[config.mk]
export PLATFORM = sky130hd
export DESIGN_NAME = vector_ring_buffer
export DESIGN_NICKNAME = d
export VERILOG_FILES = /design/src/rtl/vector_ring_buffer.sv
export SDC_FILE = /design/constraint.sdc
export NUM_CORES = 1
export LEC_CHECK = 0
export CORE_UTILIZATION = 50
export DETAILED_ROUTE_END_ITERATION = 7
export PLACE_DENSITY = 0.69
export SLEW_MARGIN = 40
export SYNTH_ARGS = -nofsm -noshare
export SYNTH_HDL_FRONTEND = slang
export SYNTH_SLANG_ARGS = --single-unit
[constraint.sdc]
create_clock -name clk -period 4.9 [get_ports clk]
set_input_delay 0.98 -clock clk [delete_from_list [all_inputs] [get_ports clk]]
set_output_delay 0.98 -clock clk [all_outputs]
set_load 0.05 [all_outputs]
[src/rtl/vector_ring_buffer.sv]
// ----------------------------------------------------------------------------
// vector_ring_buffer
//   Assembles IN_W-bit input beats into VEC_W-bit vectors and keeps up to
//   NB_VECTORS complete vectors in a ring. One vector is served per request,
//   registered, one cycle after the request edge.
//
// Ports
//   clk       in   1      clock, all state updates on posedge
//   rst       in   1      synchronous reset, active-high (overrides all)
//   flush     in   1      drop every stored vector and any partial vector
//   in_data   in   IN_W   input beat
//   in_valid  in   1      in_data valid this cycle
//   in_ready  out  1      beat accepted when in_valid && in_ready
//   req       in   1      request one vector
//   vector    out  VEC_W  registered output vector (0 when not valid)
//   valid     out  1      registered: vector holds a real entry
//   count     out  CNT_W  number of complete vectors stored
//   empty     out  1      count == 0
//   full      out  1      count == NB_VECTORS
//   drop      out  1      registered pulse: a beat was refused last cycle
// ----------------------------------------------------------------------------
module vector_ring_buffer #(
   parameter int unsigned VEC_W      = 8,
   parameter int unsigned NB_VECTORS = 8,
   parameter int unsigned IN_W       = 1,
   localparam int unsigned BEATS     = VEC_W / IN_W,
   localparam int unsigned PTR_W     = $clog2(NB_VECTORS),
   localparam int unsigned CNT_W     = PTR_W + 1
) (
   input  logic             clk,
   input  logic             rst,
   input  logic             flush,
   input  logic [IN_W-1:0]  in_data,
   input  logic             in_valid,
   output logic             in_ready,
   input  logic             req,
   output logic [VEC_W-1:0] vector,
   output logic             valid,
   output logic [CNT_W-1:0] count,
   output logic             empty,
   output logic             full,
   output logic             drop
);

   // A single-beat vector still needs a 1-bit fill counter to stay legal.
   localparam int unsigned FILL_W = (BEATS > 1) ? $clog2(BEATS) : 1;

   logic [PTR_W-1:0]  prod_q, prod_d;
   logic [PTR_W-1:0]  cons_q, cons_d;
   logic [CNT_W-1:0]  count_q, count_d;
   logic [FILL_W-1:0] fill_q, fill_d;
   logic [VEC_W-1:0]  asm_q, asm_d;
   logic [VEC_W-1:0]  vec_q, vec_d;
   logic              valid_q, valid_d;
   logic              drop_q, drop_d;

   logic [VEC_W-1:0]  mem_q [NB_VECTORS];

   logic              fill_last;
   logic              accept;
   logic              push;
   logic              pop;
   logic [VEC_W-1:0]  asm_shift;

   assign fill_last = (fill_q == FILL_W'(BEATS - 1));
   assign full      = (count_q == CNT_W'(NB_VECTORS));
   assign empty     = (count_q == '0);

   // Only the completing beat has to wait for space; partial beats go on.
   assign in_ready  = !(full && fill_last);

   // New beat enters at the LSB side, so the first beat ends at the MSBs.
   // Written as a shift so IN_W == VEC_W needs no special slice.
   assign asm_shift = (asm_q << IN_W) | VEC_W'(in_data);

   assign accept    = in_valid && in_ready && !flush;
   assign push      = accept && fill_last;
   // Uses the pre-edge count, so a push in the same cycle cannot serve an
   // empty buffer.
   assign pop       = req && !empty && !flush;

   always_comb begin
      prod_d  = prod_q;
      cons_d  = cons_q;
      count_d = count_q;
      fill_d  = fill_q;
      asm_d   = asm_q;
      vec_d   = '0;
      valid_d = 1'b0;
      drop_d  = 1'b0;

      if (flush) begin
         prod_d  = '0;
         cons_d  = '0;
         count_d = '0;
         fill_d  = '0;
         asm_d   = '0;
      end else begin
         drop_d = in_valid && !in_ready;

         if (accept) begin
            asm_d = asm_shift;
            if (fill_last) begin
               fill_d = '0;
               prod_d = prod_q + PTR_W'(1);
            end else begin
               fill_d = fill_q + FILL_W'(1);
            end
         end

         if (pop) begin
            vec_d   = mem_q[cons_q];
            valid_d = 1'b1;
            cons_d  = cons_q + PTR_W'(1);
         end

         case ({push, pop})
            2'b10:   count_d = count_q + CNT_W'(1);
            2'b01:   count_d = count_q - CNT_W'(1);
            default: count_d = count_q;
         endcase
      end
   end

   always_ff @(posedge clk) begin
      if (rst) begin
         prod_q  <= '0;
         cons_q  <= '0;
         count_q <= '0;
         fill_q  <= '0;
         asm_q   <= '0;
         vec_q   <= '0;
         valid_q <= 1'b0;
         drop_q  <= 1'b0;
      end else begin
         prod_q  <= prod_d;
         cons_q  <= cons_d;
         count_q <= count_d;
         fill_q  <= fill_d;
         asm_q   <= asm_d;
         vec_q   <= vec_d;
         valid_q <= valid_d;
         drop_q  <= drop_d;
      end
   end

   // Storage is not reset: an entry is only read after it has been written.
   always_ff @(posedge clk) begin
      if (!rst && push) begin
         mem_q[prod_q] <= asm_shift;
      end
   end

   assign vector = vec_q;
   assign valid  = valid_q;
   assign count  = count_q;
   assign drop   = drop_q;

endmodule

==> results of run 1 <==
path summary, 6_finish.rpt:
kind                          start                      to  slack (ps)  cells after the start
max           count[0]$_SDFFE_PP0P_                    full        1710                      2
min          fill_q[1]$_SDFFE_PP0N_  fill_q[1]$_SDFFE_PP0N_         460                      2
max reg2reg  fill_q[0]$_SDFFE_PP0N_   count[3]$_SDFFE_PP0P_        2200                     11
min reg2reg  fill_q[1]$_SDFFE_PP0N_  fill_q[1]$_SDFFE_PP0N_         460                      2
routing by layer:
metal	GRT usage (%)	vias up	share of wire [%]
met4	8.36	0	2.1
met3	3.92	10	3.3
met2	31.6	37	50
met1	24.3	980	45
met5	0	-	0
li1	-	962	-
worst register-to-register path, delay by kind of cell (launching register included):
family | cells | cell delay, ps
adders and majority gates | 4 | 1080
and+or+nand+nor | 3 | 640
DFF | 1 | 400
buffers and inverters | 2 | 240
AOI/OAI and AO/OA | 2 | 240
power by group through the flow:
stage          sequential [uW]  clock (uW)  combinational [uW]
4_1_cts                    839         519                18.9
5_1_grt                    839         557                20.7
2_1_floorplan              857           0                10.8
3_3_place_gp               857           0                18.1
3_5_place_dp               857           0                18.9
6_report                   839         506                18.9
state kept, by name (all words and copies together) (netlist names), 3 cells and up:
register / count
vector: 8
cons_q: 3
mem_q: 64
fill_q: 3
count: 4
prod_q: 3
asm_q: 7
through the flow:
| stage | std cells | instance area, um2 |
|---|---|---|
| 4_1_cts | 372 | 4270 |
| 6_report | 372 | 4290 |
| 3_3_place_gp | 356 | 4070 |
| 2_1_floorplan | 241 | 3740 |
| 3_5_place_dp | 356 | 4080 |
| 5_1_grt | 372 | 4290 |
layout make-up:
type,count,area (um2),share of cell area [%]
sequential,94,2520,58.9
multi-input combinational,129,1160,27.0
timing repair buffer,27,258,6.01
clock buffer,11,141,3.30
tap,99,124,2.89
clock inverter,5,56.3,1.31
inverter,7,26.3,0.613
kinds of logic after synthesis:
| family | after synthesis | synth area share [%] |
|---|---|---|
| AND/OR/NAND/NOR | 69 | 9.39 |
| XOR/XNOR | 5 | 1.17 |
| adder cells (fa/ha/maj) | 8 | 2.87 |
| flip-flops | 94 | 67.4 |
| buffers and inverters | 18 | 2.31 |
| AO/OA/AOI/OAI | 22 | 4.85 |
| multiplexers | 25 | 12.0 |
layout by cell type, fill, tap and decap left out, drive strengths merged, types with 3 or more instances in the layout:
| cell type | n |
|---|---|
| buf | 5 |
| xor2 | 3 |
| a21oi | 6 |
| edfxtp | 64 |
| ha | 7 |
| clkbuf | 11 |
| clkdlybuf4s50 | 22 |
| mux4 | 16 |
| nand2 | 16 |
| nand3 | 11 |
| nor2 | 27 |
| o21ai | 12 |
| dfxtp | 30 |
| clkinv | 3 |
| mux2i | 9 |
| inv | 8 |
| nor3 | 4 |
==> run_results.csv, run 1 <==
group,metric,value,unit
routing,postRouteAntennaNets,0,
sta,finClkSkew,13.3,ps
yosys,yosys_warnings,0,
routing,drt-pass1-iter-count,4,
floorplanning,dieArea,0.00784,mm2
pwr,power_density,318,mW/mm2
clock_network,cts_buffers,9,
global_routing,antenna_found_initial,0,
worst_setup_path,worstPathCellList,"nor4b_4 > clkdlybuf4s50_1",
pwr,seqPwrFrac,61.5,%
sta,fin_crit,3190,ps
global_routing,track_usage,19.0,%
final_layout,syn_to_final_growth,14.5,%
global_routing,grt_start_max_net_pins,24,
worst_setup_path,critPathArrivalTime,2210,ps
global_routing,grt_pass1_wl,10400,um
pwr,power,1360,uW
yosys,yosysTopAreaCellShare,51.3,%
sta,slew_violations,0,
clock_network,cts_tree,"done",
worst_setup_path,cp_top_family,"buffers and inverters",
clock_network,cts-root-buf,"clkbuf_8",
pwr,p_sw_share,19.7,%
pwr,pwr-share-clk,37.1,%
sta,setup_violations,0,
routing,routedWlPerCell,17.3,um
routing,vias,1989,
final_layout,drive_above_1_share,22.0,%
clock_network,post_cts_buffers,0,
yosys,synth_edf_count,64,
global_routing,grt_pass1_vias,1994,
routing,dr.first_iter.drc_count,143,
routing,post_drt_via_cell_ratio,5.35,
worst_setup_path,startpoint_type,"flip-flop",
job,cap_violations,0,
clock_network,path_clk_slew,80,ps
sta,slew_headroom,54.7,%
yosys,synth_seq_area_share,67.4,%
yosys,synth_ff_type,"edfxtp_1",
floorplanning,num_rows,31,
routing,wl,6440,um
yosys,syn_avg_cell_area,15.5,um2
pwr,intPower,1090,uW
floorplanning,initial_core_util,51.6,%
yosys,syn_area,0.00374,mm2
clock_network,clk_latency,360,ps
yosys,async_flop_share,0,%
sta,max_freq,313,MHz
pwr,p_sw,269,uW
yosys,syn-num-nets,255,
final_layout,num-nets-final,282,
run_status,status,"complete, no violations",
placement,post-place-ws,1500,ps
sta,hold_slack,465,ps
sta,fin_crit_sh,65.1,%
final_layout,fill_cells,592,
worst_setup_path,crit_path_top_delay_cell,"clkdlybuf4s50_1",
yosys,synth_cell_types,39,
sta,final.setup.tns,0,ps
worst_setup_path,required,3920,ps
placement,place_hpwl,4340,um
pwr,p_comb_share,1.4,%
clock_network,cts.sinks,94,
hold_path,hp-class,"reg2reg",
routing,drcViolationCount,0,
global_routing,gr-total-overflow,0,
clock_network,cts_buffer_depth,2,
sta,hold_viol,0,
yosys,synth_common_cells,"edfxtp_1 (64), dfxtp_1 (30), nor2_1 (27)",
placement,gp_congestion,0.808,
final_layout,diodes,0,
clock_network,hold_buffers,0,
worst_setup_path,critical_path_class,"reg2out",
clock_network,htreeDepth,3,
final_layout,fin_util,59.1,%
yosys,synthCells,241,
yosys,synthTopCellsByArea,"edfxtp_1 (51%), dfxtp_1 (16%), mux4_2 (9.6%), nor2_1 (2.7%), mux2i_1 (2.4%)",
yosys,yosysTopAreaCell,"edfxtp_1",
sta,finalWorstSetupSlack,1710,ps
sta,grt_setup_unrepaired,"false",
worst_setup_path,cpPeakStageDelay,900,ps
pwr,vdd_drop_max,0.000176,V
placement,io_buffers,22,
yosys,ys_ff_latch,94,
worst_setup_path,end_kind,"primary output",
sta,max_slew.worst_pin.slew,672,ps
floorplanning,die_h,88.5,um
floorplanning,io_pins,23,
floorplanning,dieWidth,88.5,um
pwr,leakagePower,0.00134,uW
worst_setup_path,cp_max_fo,7,
clock_network,cts_resized,0,
floorplanning,coreArea,0.00725,mm2
worst_setup_path,cp_num_buf_inv,1,
yosys,yosys.cell_count.top_type,"edfxtp_1",
Note: power is estimated with default switching activity, not from simulation.
==> run 2, diff against run 1 <==
- clock period: 4.9 -> 3.1 ns (I/O delays scaled with it)
==> run 2 against run 1 <==
  * Clock power up 69%
  * Global-route usage down 0.26 points
  * Non-clock buffer count up 7
  * Combinational power up 64%
  * Final area up 1.1%
  * Wire length up 0.33%
  * Sequential cell count unchanged
  * Worst hold slack better by 9.7 ps
  * Via count up 1.0%
  * Critical path depth unchanged
  * Sequential power up 59%
  * Setup slack worse by 1500 ps
  * Largest power group unchanged
==> run_results.csv, run 2 (synthesis gave the netlist of run 1 again) <==
group,metric,value,unit
run_status,status,"complete, no violations",
sta,hold_viol,0,
pwr,power_density,511,mW/mm2
global_routing,track_usage,18.8,%
placement,gp_congestion,0.771,
final_layout,num-nets-final,289,
routing,vias,2009,
final_layout,fill_cells,575,
routing,dr.first_iter.drc_count,94,
pwr,p_sw_share,19.1,%
worst_setup_path,cp_num_buf_inv,1,
hold_path,worstHoldPathCells,2,
clock_network,cts-root-buf,"clkbuf_8",
placement,io_buffers,22,
final_layout,drive_above_1_share,22.9,%
pwr,p_comb_share,1.4,%
floorplanning,die_h,88.5,um
floorplanning,initial_core_util,51.6,%
clock_network,htreeDepth,3,
placement,post-place-ws,147,ps
worst_setup_path,r2r-end,"count[3]$_SDFFE_PP0P_",
worst_setup_path,crit_path_top_delay_cell,"clkdlybuf4s50_1",
hold_path,min_to,"fill_q[1]$_SDFFE_PP0N_",
clock_network,clk_latency,360,ps
clock_network,cts_buffers,9,
global_routing,grt_start_max_net_pins,19,
final_layout,diodes,0,
routing,routedWlPerCell,17.0,um
final_layout,layout_commonest_cell,"edfxtp_1",
clock_network,path_clk_slew,80,ps
pwr,intPower,1790,uW
final_layout,fin_util,59.7,%
sta,fin_crit_sh,92.0,%
final_layout,final_cell_mix,"edfxtp_1 (64), dfxtp_1 (29), nor2_1 (27), clkdlybuf4s50_1 (22), mux4_2 (16)",
worst_setup_path,r2r_cells,11,
worst_setup_path,startpoint_type,"flip-flop",
sta,grt_setup_unrepaired,"false",
worst_setup_path,cp_top_family,"buffers and inverters",
routing,drcViolationCount,0,
clock_network,cts_tree,"done",
sta,setup_violations,0,
placement,place_hpwl,4170,um
final_layout,multiInputGateArea,0.00113,mm2
sta,max_slew.worst_pin.slew,641,ps
sta,finClkSkew,7.67,ps
worst_setup_path,required,2480,ps
pwr,leakagePower,0.00139,uW
global_routing,grt_pass1_wl,10300,um
pwr,pwr-share-clk,38.7,%
global_routing,gr-total-overflow,0,
worst_setup_path,ff2ff_setup_slack,520,ps
hold_path,hp-class,"reg2reg",
sta,final.setup.tns,0,ps
pwr,p_sw,424,uW
routing,postRouteAntennaNets,0,
final_layout,regArea,0.00252,mm2
worst_setup_path,worstPathCellList,"nor4b_4 > clkdlybuf4s50_1",
pwr,vdd_drop_max,0.000225,V
global_routing,grt_pass1_vias,1971,
pwr,seqPwrFrac,59.9,%
clock_network,cts.sinks,94,
sta,finalWorstSetupSlack,247,ps
final_layout,syn_to_final_growth,15.7,%
sta,fin_crit,2850,ps
worst_setup_path,cp_max_fo,7,
routing,drt-pass1-iter-count,4,
floorplanning,io_pins,23,
sta,slew_violations,0,
hold_path,hold_start,"fill_q[1]$_SDFFE_PP0N_",
worst_setup_path,critical_path_class,"reg2out",
floorplanning,coreArea,0.00725,mm2
worst_setup_path,critPathArrivalTime,2230,ps
job,cap_violations,0,
final_layout,regMostFlops,"mem_q",
routing,wl,6460,um
routing,post_drt_via_cell_ratio,5.30,
worst_setup_path,cpPeakStageDelay,910,ps
clock_network,hold_buffers,0,
sta,max_freq,350,MHz
floorplanning,num_rows,31,
clock_network,post_cts_buffers,0,
global_routing,antenna_found_initial,0,
sta,slew_headroom,56.8,%
clock_network,cts_resized,0,
clock_network,cts_buffer_depth,2,
floorplanning,dieWidth,88.5,um
worst_setup_path,r2r-start,"fill_q[0]$_SDFFE_PP0N_",
worst_setup_path,end_kind,"primary output",
final_layout,largest_register_ffs,64,
floorplanning,dieArea,0.00784,mm2
run 2: worst max-delay path by stage:
stage / endpoint / from / cells past startpoint
detailed placement: count[3]$_SDFFE_PP0P_ / in_valid / 10
global route: full / count[0]$_SDFFE_PP0P_ / 2
CTS: full / count[0]$_SDFFE_PP0P_ / 2
global placement: count[3]$_SDFFE_PP0P_ / in_valid / 10
finish: full / count[0]$_SDFFE_PP0P_ / 2
floorplan: count[2]$_SDFFE_PP0P_ / count[3]$_SDFFE_PP0P_ / 10
run 2: worst reg2reg max path: cells and delay by family, from the launching register on:
family,cells,cell delay (ps)
AO/OA/AOI/OAI,2,230
AND/OR/NAND/NOR,3,560
flip-flops,1,380
adder cells (fa/ha/maj),4,1070
buffers and inverters,2,210
run 2: power by group through the flow:
stage	registers, uW	clock network (uW)	logic [uW]
after floorplan	1350	0	17.1
after global placement	1350	0	29.9
after detailed placement	1350	0	31.0
after CTS	1330	879	31.1
after global routing	1330	938	33.6
final	1330	857	31.0
run 2: per-stage QoR:
step           hold WS (ps)  std cells  cell area [um2]  power, uW
2_1_floorplan           443        241             3740       1370
3_3_place_gp            452        363             4120       1380
3_5_place_dp            467        363             4120       1390
4_1_cts                 478        379             4330       2240
5_1_grt                 503        379             4330       2300
6_report                475        379             4330       2210
run 2: metal layers:
metal	GRT usage (%)	vias up	part of all wire, %
met1	24.9	990	46
met4	9.38	0	1.4
met5	0	-	0
met3	3.73	9	3.3
met2	29.7	38	49
li1	-	972	-
run 2: area by class of cell:
type	instances	share of cell area [%]
Tap cell	99	2.86
Inverter	7	0.606
Clock inverter	6	1.99
Sequential cell	94	58.2
Clock buffer	10	2.95
Timing Repair Buffer	34	7.16
Multi-Input combinational cell	129	26.2
==> run 3, diff against run 2 <==
- CORE_UTILIZATION: 50 -> 58
- PLACE_DENSITY: 0.69 -> 0.78
- SKIP_CTS_REPAIR_TIMING: unset -> 1
==> run 3 against run 2 <==
  * Non-clock buffer count is the same
  * Critical path depth is the same
  * First-iteration DRC count grew 19%
  * Critical endpoint unchanged
  * Highest routed layer unchanged
==> run_results.csv, run 3 (synthesis gave the netlist of run 1 again) <==
group,metric,value,unit
final_layout,layout_commonest_cell,"edfxtp_1",
final_layout,syn_to_final_growth,13.4,%
final_layout,final_cell_mix,"edfxtp_1 (64), dfxtp_1 (30), nor2_1 (27), clkdlybuf4s50_1 (22), mux4_2 (16)",
floorplanning,dieArea,0.00678,mm2
routing,post_drt_via_cell_ratio,5.65,
pwr,seqPwrFrac,65.7,%
clock_network,cts-root-buf,"clkbuf_8",
worst_setup_path,startpoint_type,"flip-flop",
clock_network,htreeDepth,3,
clock_network,path_clk_slew,80,ps
floorplanning,dieWidth,82.3,um
clock_network,cts_tree,"done",
global_routing,grt_busiest_layer,"met2",
routing,routedWlPerCell,17.6,um
run_status,status,"complete, no violations",
job,cap_violations,0,
final_layout,largest_register_ffs,64,
floorplanning,io_pins,23,
routing,drt-pass1-iter-count,4,
sta,max_slew.worst_pin.slew,856,ps
worst_setup_path,cpPeakStageDelay,910,ps
pwr,leakagePower,0.00136,uW
sta,fin_crit,2850,ps
worst_setup_path,critical_path_class,"reg2out",
floorplanning,coreArea,0.00606,mm2
hold_path,hp-class,"reg2reg",
global_routing,gr-total-overflow,0,
placement,io_buffers,22,
sta,finClkSkew,8.94,ps
clock_network,cts_buffers,9,
sta,slew_headroom,42.9,%
clock_network,clk_latency,340,ps
placement,gp_congestion,0.738,
global_routing,grt_pass1_vias,1960,
pwr,power,2020,uW
sta,setup_violations,0,
placement,post-place-ws,99.0,ps
worst_setup_path,end_kind,"primary output",
pwr,intPower,1620,uW
sta,hold_viol,0,
final_layout,num-nets-final,289,
worst_setup_path,cp_top_family,"buffers and inverters",
worst_setup_path,cp_num_buf_inv,1,
floorplanning,die_h,82.3,um
clock_network,cts.sinks,94,
sta,finalWorstSetupSlack,255,ps
worst_setup_path,required,2480,ps
floorplanning,num_rows,28,
sta,fin_crit_sh,91.8,%
pwr,vdd_drop_max,0.000258,V
global_routing,grt_start_max_net_pins,19,
worst_setup_path,ff2ff_setup_slack,460,ps
final_layout,fin_area,0.00425,mm2
global_routing,track_usage,21.3,%
clock_network,cts_buffer_depth,2,
global_routing,met1_usage,27.7,%
sta,max_freq,351,MHz
final_layout,diodes,0,
sta,slew_violations,0,
global_routing,grt_use_met2,35.0,%
pwr,p_sw,398,uW
floorplanning,initial_core_util,61.8,%
final_layout,drive_above_1_share,21.8,%
pwr,power_density,475,mW/mm2
placement,place_area,0.00409,mm2
global_routing,grt_pass1_wl,9950,um
worst_setup_path,crit_path_top_delay_cell,"clkdlybuf4s50_1",
pwr,p_sw_share,19.7,%
global_routing,grtUsageMet3,5.27,%
worst_setup_path,critPathArrivalTime,2230,ps
pwr,p_comb_share,1.6,%
pwr,pwr-share-clk,32.7,%
routing,dr.first_iter.drc_count,112,
final_layout,regMostFlops,"mem_q",
worst_setup_path,cp_max_fo,7,
worst_setup_path,worstPathCellList,"nor4b_4 > clkdlybuf4s50_1",
routing,vias,2007,
routing,postRouteAntennaNets,0,
routing,drcViolationCount,0,
global_routing,antenna_found_initial,0,
routing,wl,6260,um
sta,grt_setup_unrepaired,"false",
sta,final.setup.tns,0,ps
placement,place_hpwl,4140,um
-- run 3: cell count changes in the layout (fill, tap and decap cells not counted) --
cell	change
bufinv_16	-2
clkinv_1	+2
clkinv_2	+1
dfxtp_1	+1
dfxtp_2	-1
inv_6	-1
-- run 3: path summary, 6_finish.rpt --
| kind | from | end | cells after the start |
|---|---|---|---|
| worst max register to register | fill_q[0]$_SDFFE_PP0N_ | count[3]$_SDFFE_PP0P_ | 11 |
| worst min-delay path | fill_q[2]$_SDFFE_PP0N_ | fill_q[2]$_SDFFE_PP0N_ | 2 |
| worst max-delay path | count[0]$_SDFFE_PP0P_ | full | 2 |
| worst min register to register | fill_q[2]$_SDFFE_PP0N_ | fill_q[2]$_SDFFE_PP0N_ | 2 |
-- run 3: stage by stage --
stage	instances	util [%]	hold slack, ps
finish	355	70.0	468
global route	355	70.0	494
CTS	355	70.0	470
detailed placement	339	67.4	456
global placement	339	67.4	450
floorplan	241	-	443
-- run 3: final cells by class --
class	count	area, um2
sequential	94	2520
fill	414	1820
multi-input combinational	129	1130
timing repair buffer	34	310
clock buffer	10	128
tap	75	93.8
clock inverter	6	30.0
inverter	7	26.3
-- run 3: worst register-to-register path, delay by kind of cell, from the launching register on --
kind,cells,cell delay [ps]
compound gates,2,250
fa+ha+maj,4,1050
buf+inv,2,230
flops,1,380
simple gates,3,620
-- run 3: layer usage --
layer,vias to the layer above,part of all wire (%)
met2,50,51
li1,971,-
met5,-,0
met4,0,0.74
met1,982,43
met3,4,5.2
-- run 3: power by group through the flow --
stage | sequential (uW) | clock (uW) | combinational (uW)
floorplan | 1350 | 0 | 17.1
global placement | 1350 | 0 | 30.6
detailed placement | 1350 | 0 | 31.6
CTS | 1330 | 673 | 31.7
global route | 1330 | 721 | 34.9
finish | 1330 | 659 | 31.5
